**src/rtl/fetch_sequencer.sv**
```systemverilog
// Fetch control stage: sequences the PC of an external fetch block, resolves jumps and HALT locally,
// and holds one forwarded instruction in a valid/ready output slot toward decode.
module fetch_sequencer #(
    parameter logic [5:0] OPC_JUMP = 6'h02,
    parameter logic [5:0] OPC_HALT = 6'h3F
) (
    input  logic        clk,
    input  logic        rst_n,
    input  logic        start,
    input  logic [31:0] instruction,
    output logic        PC_WE,
    output logic        PC_reset,
    output logic        PC_Src,
    output logic [15:0] offset,
    output logic [31:0] instr_out,
    output logic        instr_valid,
    input  logic        instr_ready,
    output logic        halted,
    output logic [15:0] issue_count
);

    typedef enum logic [1:0] {
        S_IDLE = 2'd0,
        S_INIT = 2'd1,
        S_RUN  = 2'd2,
        S_HALT = 2'd3
    } state_t;

    state_t      r_state;
    state_t      w_next_state;
    logic [31:0] r_instr_out;
    logic        r_instr_valid;
    logic [15:0] r_issue_count;
    logic        w_slot_free;
    logic        w_issue;
    logic        w_forward;
    logic [5:0]  w_opcode;

    assign w_slot_free = (~r_instr_valid) | instr_ready;
    assign w_opcode    = instruction[31:26];

    // State register
    always_ff @(posedge clk or negedge rst_n) begin
        if (!rst_n) begin
            r_state <= S_IDLE;
        end else begin
            r_state <= w_next_state;
        end
    end

    // Next-state and fetch-block control decode
    always_comb begin
        w_next_state = r_state;
        PC_WE        = 1'b0;
        PC_reset     = 1'b0;
        PC_Src       = 1'b0;
        offset       = 16'h0000;
        halted       = 1'b0;
        w_issue      = 1'b0;
        w_forward    = 1'b0;
        case (r_state)
            S_IDLE: begin
                if (start) begin
                    w_next_state = S_INIT;
                end else begin
                    w_next_state = S_IDLE;
                end
            end
            S_INIT: begin
                PC_reset     = 1'b1;
                w_next_state = S_RUN;
            end
            S_RUN: begin
                offset = instruction[15:0];
                // A blocked slot freezes the PC; HALT also waits here until the slot frees.
                if (w_slot_free) begin
                    if (w_opcode == OPC_HALT) begin
                        w_next_state = S_HALT;
                    end else if (w_opcode == OPC_JUMP) begin
                        PC_WE   = 1'b1;
                        PC_Src  = 1'b1;
                        w_issue = 1'b1;
                    end else begin
                        PC_WE     = 1'b1;
                        w_issue   = 1'b1;
                        w_forward = 1'b1;
                    end
                end else begin
                    w_next_state = S_RUN;
                end
            end
            S_HALT: begin
                halted = 1'b1;
                if (start) begin
                    w_next_state = S_INIT;
                end else begin
                    w_next_state = S_HALT;
                end
            end
            default: begin
                w_next_state = S_IDLE;
            end
        endcase
    end

    // Output slot toward decode
    always_ff @(posedge clk or negedge rst_n) begin
        if (!rst_n) begin
            r_instr_out   <= 32'h0000_0000;
            r_instr_valid <= 1'b0;
        end else if (w_forward) begin
            r_instr_out   <= instruction;
            r_instr_valid <= 1'b1;
        end else if (instr_ready) begin
            r_instr_valid <= 1'b0;
        end else begin
            r_instr_valid <= r_instr_valid;
        end
    end

    // Saturating issue counter; survives HALT/restart, cleared only by rst_n
    always_ff @(posedge clk or negedge rst_n) begin
        if (!rst_n) begin
            r_issue_count <= 16'h0000;
        end else if (w_issue && (r_issue_count != 16'hFFFF)) begin
            r_issue_count <= r_issue_count + 16'h0001;
        end else begin
            r_issue_count <= r_issue_count;
        end
    end

    assign instr_out   = r_instr_out;
    assign instr_valid = r_instr_valid;
    assign issue_count = r_issue_count;

endmodule

```
**config.mk**
```make
export PLATFORM = sky130hd
export DESIGN_NAME = fetch_sequencer
export DESIGN_NICKNAME = d
export VERILOG_FILES = /design/src/rtl/fetch_sequencer.sv
export SDC_FILE = /design/constraint.sdc
export NUM_CORES = 1
export LEC_CHECK = 0
export ABC_AREA = 1
export CAP_MARGIN = 15
export CELL_PAD_IN_SITES_DETAIL_PLACEMENT = 1
export CELL_PAD_IN_SITES_GLOBAL_PLACEMENT = 1
export CORE_ASPECT_RATIO = 1.5
export CORE_MARGIN = 2
export CORE_UTILIZATION = 31
export CTS_CLUSTER_SIZE = 12
export DETAILED_ROUTE_END_ITERATION = 8
export GPL_ROUTABILITY_DRIVEN = 1
export PLACE_DENSITY = 0.89
export REMOVE_ABC_BUFFERS = 1
export SETUP_SLACK_MARGIN = 0.2
export SLEW_MARGIN = 20
export SYNTH_ARGS = -nofsm -noshare
export SYNTH_HDL_FRONTEND = slang
export SYNTH_SLANG_ARGS = --single-unit
```
**constraint.sdc**
```tcl
create_clock -name clk -period 1.65 [get_ports clk]
set_clock_uncertainty 0.05 [all_clocks]
set_input_delay 0.33 -clock clk [delete_from_list [all_inputs] [get_ports clk]]
set_output_delay 0.33 -clock clk [all_outputs]
set_load 0.01 [all_outputs]
```
==> qor.txt, run 1 <==
ANT nets after route - 0
FF-to-FF setup slack - -0.12 ns
CTS Buf Count - 5
worst reg2reg path startpoint - r_state[0]
final-report hold violation count - 0
fin cells - 610
Die Area - 9365 sq um
WP data arrival - 1.42 ns
final setup margin - -0.1452 ns
die span in x - 79.69 microns
critical path class - in -> out
# placed instances - 575
EDFF count, synth - 0
share of layout cells above drive strength 1 - 45.53%
CTS tree - yes
fin util - 58.15%
DP HPWL - 7.354 mm
DR vias - 2998
first-pass GRT wire length - 15.96 mm
area occupied by multi-input gates - 1511 sq um
core footprint - 8362 sq um
worst endpoint required time - 1.27 ns
final setup vio count - 67
clk buf depth - 2
TritonRoute pass-1 iters - 4
nets - 539
GRT overflow - 0
wire length per cell - 20.37 microns
Sw Ratio - 42.63%
Hold Crit Class - reg -> reg
Worst setup SP type - input pin
unrepaired setup endpoints after global routing - true
Starting Density - 31.86%
worst r2r path cells - 10
DRC viols - 0
CP Capture Type - output pin
H-tree levels - 2
Most used DFF post-synth - dfrtp_1
largest net degree at the start of global routing - 52
worst hold path stage count - 2
vias per inst - 4.915
maximum vdd drop - 0.8874 mV
Die Height - 117.5 microns
Routed WL - 12.43 mm
status - complete, but fails checks
Slew Viols, Final - 0
vias in the first global route - 3034
DR iter-0 viols - 123
min Tclk post-route - 1.795 ns
P_leak - 0.002484 uW
post-synth top area share - 47.91%
worst-path fanout max - 3
Root Driver - clkbuf_16
initial antenna violation count - 0
Netlist cell types - 23
Sequential Area - 1285 sq um
Setup TNS - -4.995 ns
Reg-to-Reg End - instr_out[19]
Yosys top cell by area - dfrtp_1
post-synthesis sequential area ratio - 47.91%
count leader, synth - nand2_1
fill count - 950
# clock sinks - 51
Commonest cells post-synth - nand2_1, dfrtp_1, nor2_1
Core Rows - 41
Psw - 3519 uW
part of the power in the clock network - 13.2%
relative slew slack - 79.71%
All-Layer GR Usage - 22.18%
IO buf count - 104
worst slew pin tran - 0.3032 ns
P_int - 4736 uW
max-capacitance violation count - 0
Area growth syn-to-layout - 82.53%
Gate power share - 61.5%
I/O Pins - 105
syn_area_per_cell - 8.048 sq um
failing checks - setup timing
Max Clock Freq - 557.1 MHz
sequential share of power - 25.3%
#FFs+latches synth - 51
Tot Pwr - 8255 uW
Clk Latency, worst-skew pair - 0.29 ns
Worst Hold Path EP - instr_out[9]
routability congestion estimate - 0.8572
synthesized area - 2664 sq um
hold path start - instr_out[9]
YS warnings - 0
diodes inserted - 0
Tcrit/Tclk final - 108.8%
Clock Pin Slew Worst Setup and Hold Paths - 0.07 ns
FFs w/ async S/R, synth - 100.0%
pwr dens - 1698 nW/um^2
Post-Syn Instances - 331
largest cells by area after synthesis - dfrtp_1, nand2_1, o21ai_2, nor2_1, inv_1
how the worst max path moves through the flow:
stage	slack [ns]	cells past startpoint	from	to
global route	-0.20	5	instruction[26]	PC_Src
finish	-0.15	5	instruction[28]	PC_Src
detailed placement	-0.58	6	instr_ready	PC_WE
CTS	-0.07	5	r_state[0]	PC_WE
global placement	-0.53	6	instr_ready	PC_WE
floorplan	-0.12	6	r_state[0]	instr_out[0]
per-stage QoR:
stage	setup slack, ns	hold WS [ns]	cell area [sq um]
after floorplan	-0.1203	-0.01559	2574
after global placement	-0.5344	0.2917	4129
after detailed placement	-0.5848	0.2984	4129
after CTS	-0.06724	0.3956	4425
after global routing	-0.1982	0.4585	4862
final	-0.1452	0.4423	4862
layer usage:
metal / vias up / global-route usage (%) / wire, microns
met3: 30 / 5.368 / 939
met1: 1484 / 23.67 / 4278
met2: 115 / 41.81 / 6785
met5: - / 0 / 0
li1: 1369 / - / -
met4: 0 / 6.358 / 422
sequential cells by signal, summed over array words and instances, names as in the netlist:
name and cells:
instr_out 32, issue_count 16, r_state 2, instr_valid 1
timing repair:
action | 4_1_cts | 5_1_grt
setup buffers | 13 | 7
cloned | 1 | 5
gates resized for setup | 190 | 103
hold endpoints to repair | 43 | 0
setup endpoints to repair | 119 | 80
pin swaps | 7 | 11
hold buffers | 1 | 0
cell families after synthesis:
family / share of synthesized area (%)
xor+xnor: 2.302
compound gates: 8.502
flops: 47.91
buf+inv: 8.173
fa+ha+maj: 0.4696
simple gates: 32.64
area by class of cell:
cell class	instances	share of cell area, %
Timing Repair Buffer	174	33.99
Multi-Input combinational cell	236	31.09
Sequential cell	51	26.43
Clock buffer	7	2.934
Tap cell	107	2.753
Inverter	34	2.625
Clock inverter	1	0.1801
power by group through the flow:
stage | clock, uW | combinational, uW | sequential, uW
3_5_place_dp | 0 | 3820 | 2030
5_1_grt | 1160 | 5380 | 2120
3_3_place_gp | 0 | 3620 | 1980
4_1_cts | 1110 | 4020 | 1980
6_report | 1090 | 5080 | 2090
2_1_floorplan | 0 | 1320 | 2240
cell usage in the layout, fill, tap and decap left out, types with 12 or more instances in the layout:
master            n
clkdlybuf4s50_1  27
nand2_1          73
nand2_2          48
dlygate4sd2_1    48
buf_6            19
o21ai_2          20
nand3_1          19
nor2_4           15
buf_2            12
nor2_2           13
inv_1            29
buf_4            48
dfrtp_1          44
critical path: stages:
cell and delay (ns):
dlygate4sd2_1 0.28, nor2_2 0.16, nand4_1 0.23, nor2_1 0.23
buf_2 0.18
Power figures use the tool's default switching activity.
==> inputs of run 2 (changes only) <==
CORE_MARGIN = default   (was 2)
MAX_ROUTING_LAYER = met4   (was default)
==> run 2 against run 1 <==
Net effect: maximum frequency up 1.1%; the run still ends with setup timing left; clock power up 25%; power up 3.3%; non-clock buffer count up 7; global-route usage up 2.3 points; final cell count up 1.3%; critical path depth unchanged.
==> qor.txt, run 2 (synthesis gave the netlist of run 1 again) <==
wire length per cell - 19.53 microns
Buf/Inv on CP - 3
GRT overflow - 0
commonest cells after routing, fill and taps aside - nand2_1, buf_4, dlygate4sd2_1
H-tree levels - 2
Clk Latency, worst-skew pair - 0.29 ns
post-route cell area - 4810 sq um
Cell Chain, Critical Path - inv_2 > buf_6 > nand3_4 > a21oi_4 > buf_6
worst slew pin tran - 0.3478 ns
worst-path fanout max - 3
worst endpoint required time - 1.27 ns
vias in the first global route - 3204
critical path class - reg -> out
CP most frequent cell - buf_6
diodes inserted - 0
I/O Pins - 105
Slew Viols, Final - 0
pwr dens - 1772 nW/um^2
Max Clock Freq - 563.4 MHz
die span in x - 77.69 microns
# placed instances - 581
min Tclk post-route - 1.775 ns
Routed WL - 12.07 mm
WP data arrival - 1.39 ns
Starting Density - 31.86%
Crit path largest cell delay - 0.40 ns
Tcrit/Tclk final - 107.6%
DR iter-0 viols - 111
first-pass GRT wire length - 16.32 mm
initial antenna violation count - 0
core footprint - 8362 sq um
failing checks - setup timing
All-Layer GR Usage - 24.45%
DR vias - 3069
final-report hold violation count - 0
Root Driver - clkbuf_16
IO buf count - 104
max-capacitance violation count - 0
# clock sinks - 51
ANT nets after route - 0
CTS Buf Count - 5
Place WS - -0.5678 ns
fin cells - 618
Worst setup SP type - register
CP max stage cell - dfrtp_1
DP HPWL - 6.960 mm
share of layout cells above drive strength 1 - 40.12%
clk buf depth - 2
unrepaired setup endpoints after global routing - true
CTS tree - yes
largest net degree at the start of global routing - 52
final setup vio count - 45
Core Rows - 41
placed instance area - 4174 sq um
Clock Pin Slew Worst Setup and Hold Paths - 0.07 ns
relative slew slack - 76.73%
maximum vdd drop - 0.7786 mV
Die Height - 115.5 microns
nets - 547
most common cell after layout, fill and taps aside - nand2_1
Hold Crit Class - in -> reg
Setup TNS - -1.289 ns
Largest register FFs - 32
Die Area - 8975 sq um
CP Capture Type - output pin
Area growth syn-to-layout - 80.55%
P_leak - 0.002517 uW
status - complete, but fails checks
final setup margin - -0.1249 ns
TritonRoute pass-1 iters - 4
delay-heaviest family, CP - flip-flops
vias per inst - 4.966
fill count - 975
routability congestion estimate - 0.8239
DRC viols - 0
==> run 2: changes by cell type in the layout (fill, tap and decap cells not counted), moves of 5 or more <==
cell	delta
nand2_1	+21
nand2_2	-15
buf_4	+5
nand2_4	-5
nor2_2	-6
nor2_4	-5
nor2_1	+11
==> run 2: power breakdown <==
part	total (uW)	internal, uW	switching, uW
Sequential	2120	1730	394
Combinational	5040	2430	2610
Clock	1360	872	488
==> run 2: final cells by class <==
class,count,area (sq um),share of cell area [%]
Timing Repair Buffer,181,1688,35.09
Multi-Input combinational cell,237,1388,28.85
Sequential cell,51,1284,26.69
Tap cell,107,133.9,2.784
Clock buffer,6,128.9,2.680
Inverter,34,127.6,2.653
Clock inverter,2,60.06,1.249
==> run 2: path summary, 6_finish.rpt <==
| check | from | end | slack (ns) | cells past startpoint |
|---|---|---|---|---|
| min reg2reg | instr_out[20] | instr_out[20] | 0.45 | 2 |
| max in group asynchronous | rst_n | issue_count[11] | 0.73 | 3 |
| max reg2reg | r_state[0] | instr_out[7] | -0.06 | 9 |
| min in group asynchronous | rst_n | instr_out[8] | 0.54 | 3 |
| min | instruction[30] | instr_out[30] | 0.40 | 4 |
| max | r_state[0] | PC_WE | -0.12 | 5 |
==> run 2: metrics by stage <==
step                      power, uW  hold WS [ns]  util [%]
after floorplan                3560      -0.01559         -
after global placement         5627        0.2972     49.92
after detailed placement       5868        0.2995     49.92
after CTS                      7438        0.4263     54.11
after global routing           8912        0.4109     57.52
final                          8523        0.3991     57.52
==> run 2: routing by layer <==
metal	global-route usage (%)	share of wire, %
met1	24.37	37
met2	46.02	53
met3	5.276	6.3
met4	9.308	4.1
met5	-	0
==> run 2: worst register-to-register path, stage by stage (launching register included) <==
cell and delay (ns):
dfrtp_1 0.40, inv_2 0.11, buf_6 0.12, nand3_4 0.09
a21oi_4 0.24, buf_12 0.19, nand2_8 0.09, buf_12 0.16
nand2_2 0.07, o21ai_2 0.07
==> run 2: repair_timing <==
| item | 4_1_cts | 5_1_grt |
|---|---|---|
| endpoints found under the setup margin | 119 | 77 |
| resized for setup | 195 | 57 |
| hold buffers | 1 | 0 |
| pin swaps | 8 | 3 |
| buffers inserted | 16 | 4 |
| cloned | 1 | 7 |
| endpoints found under the hold margin | 51 | 0 |
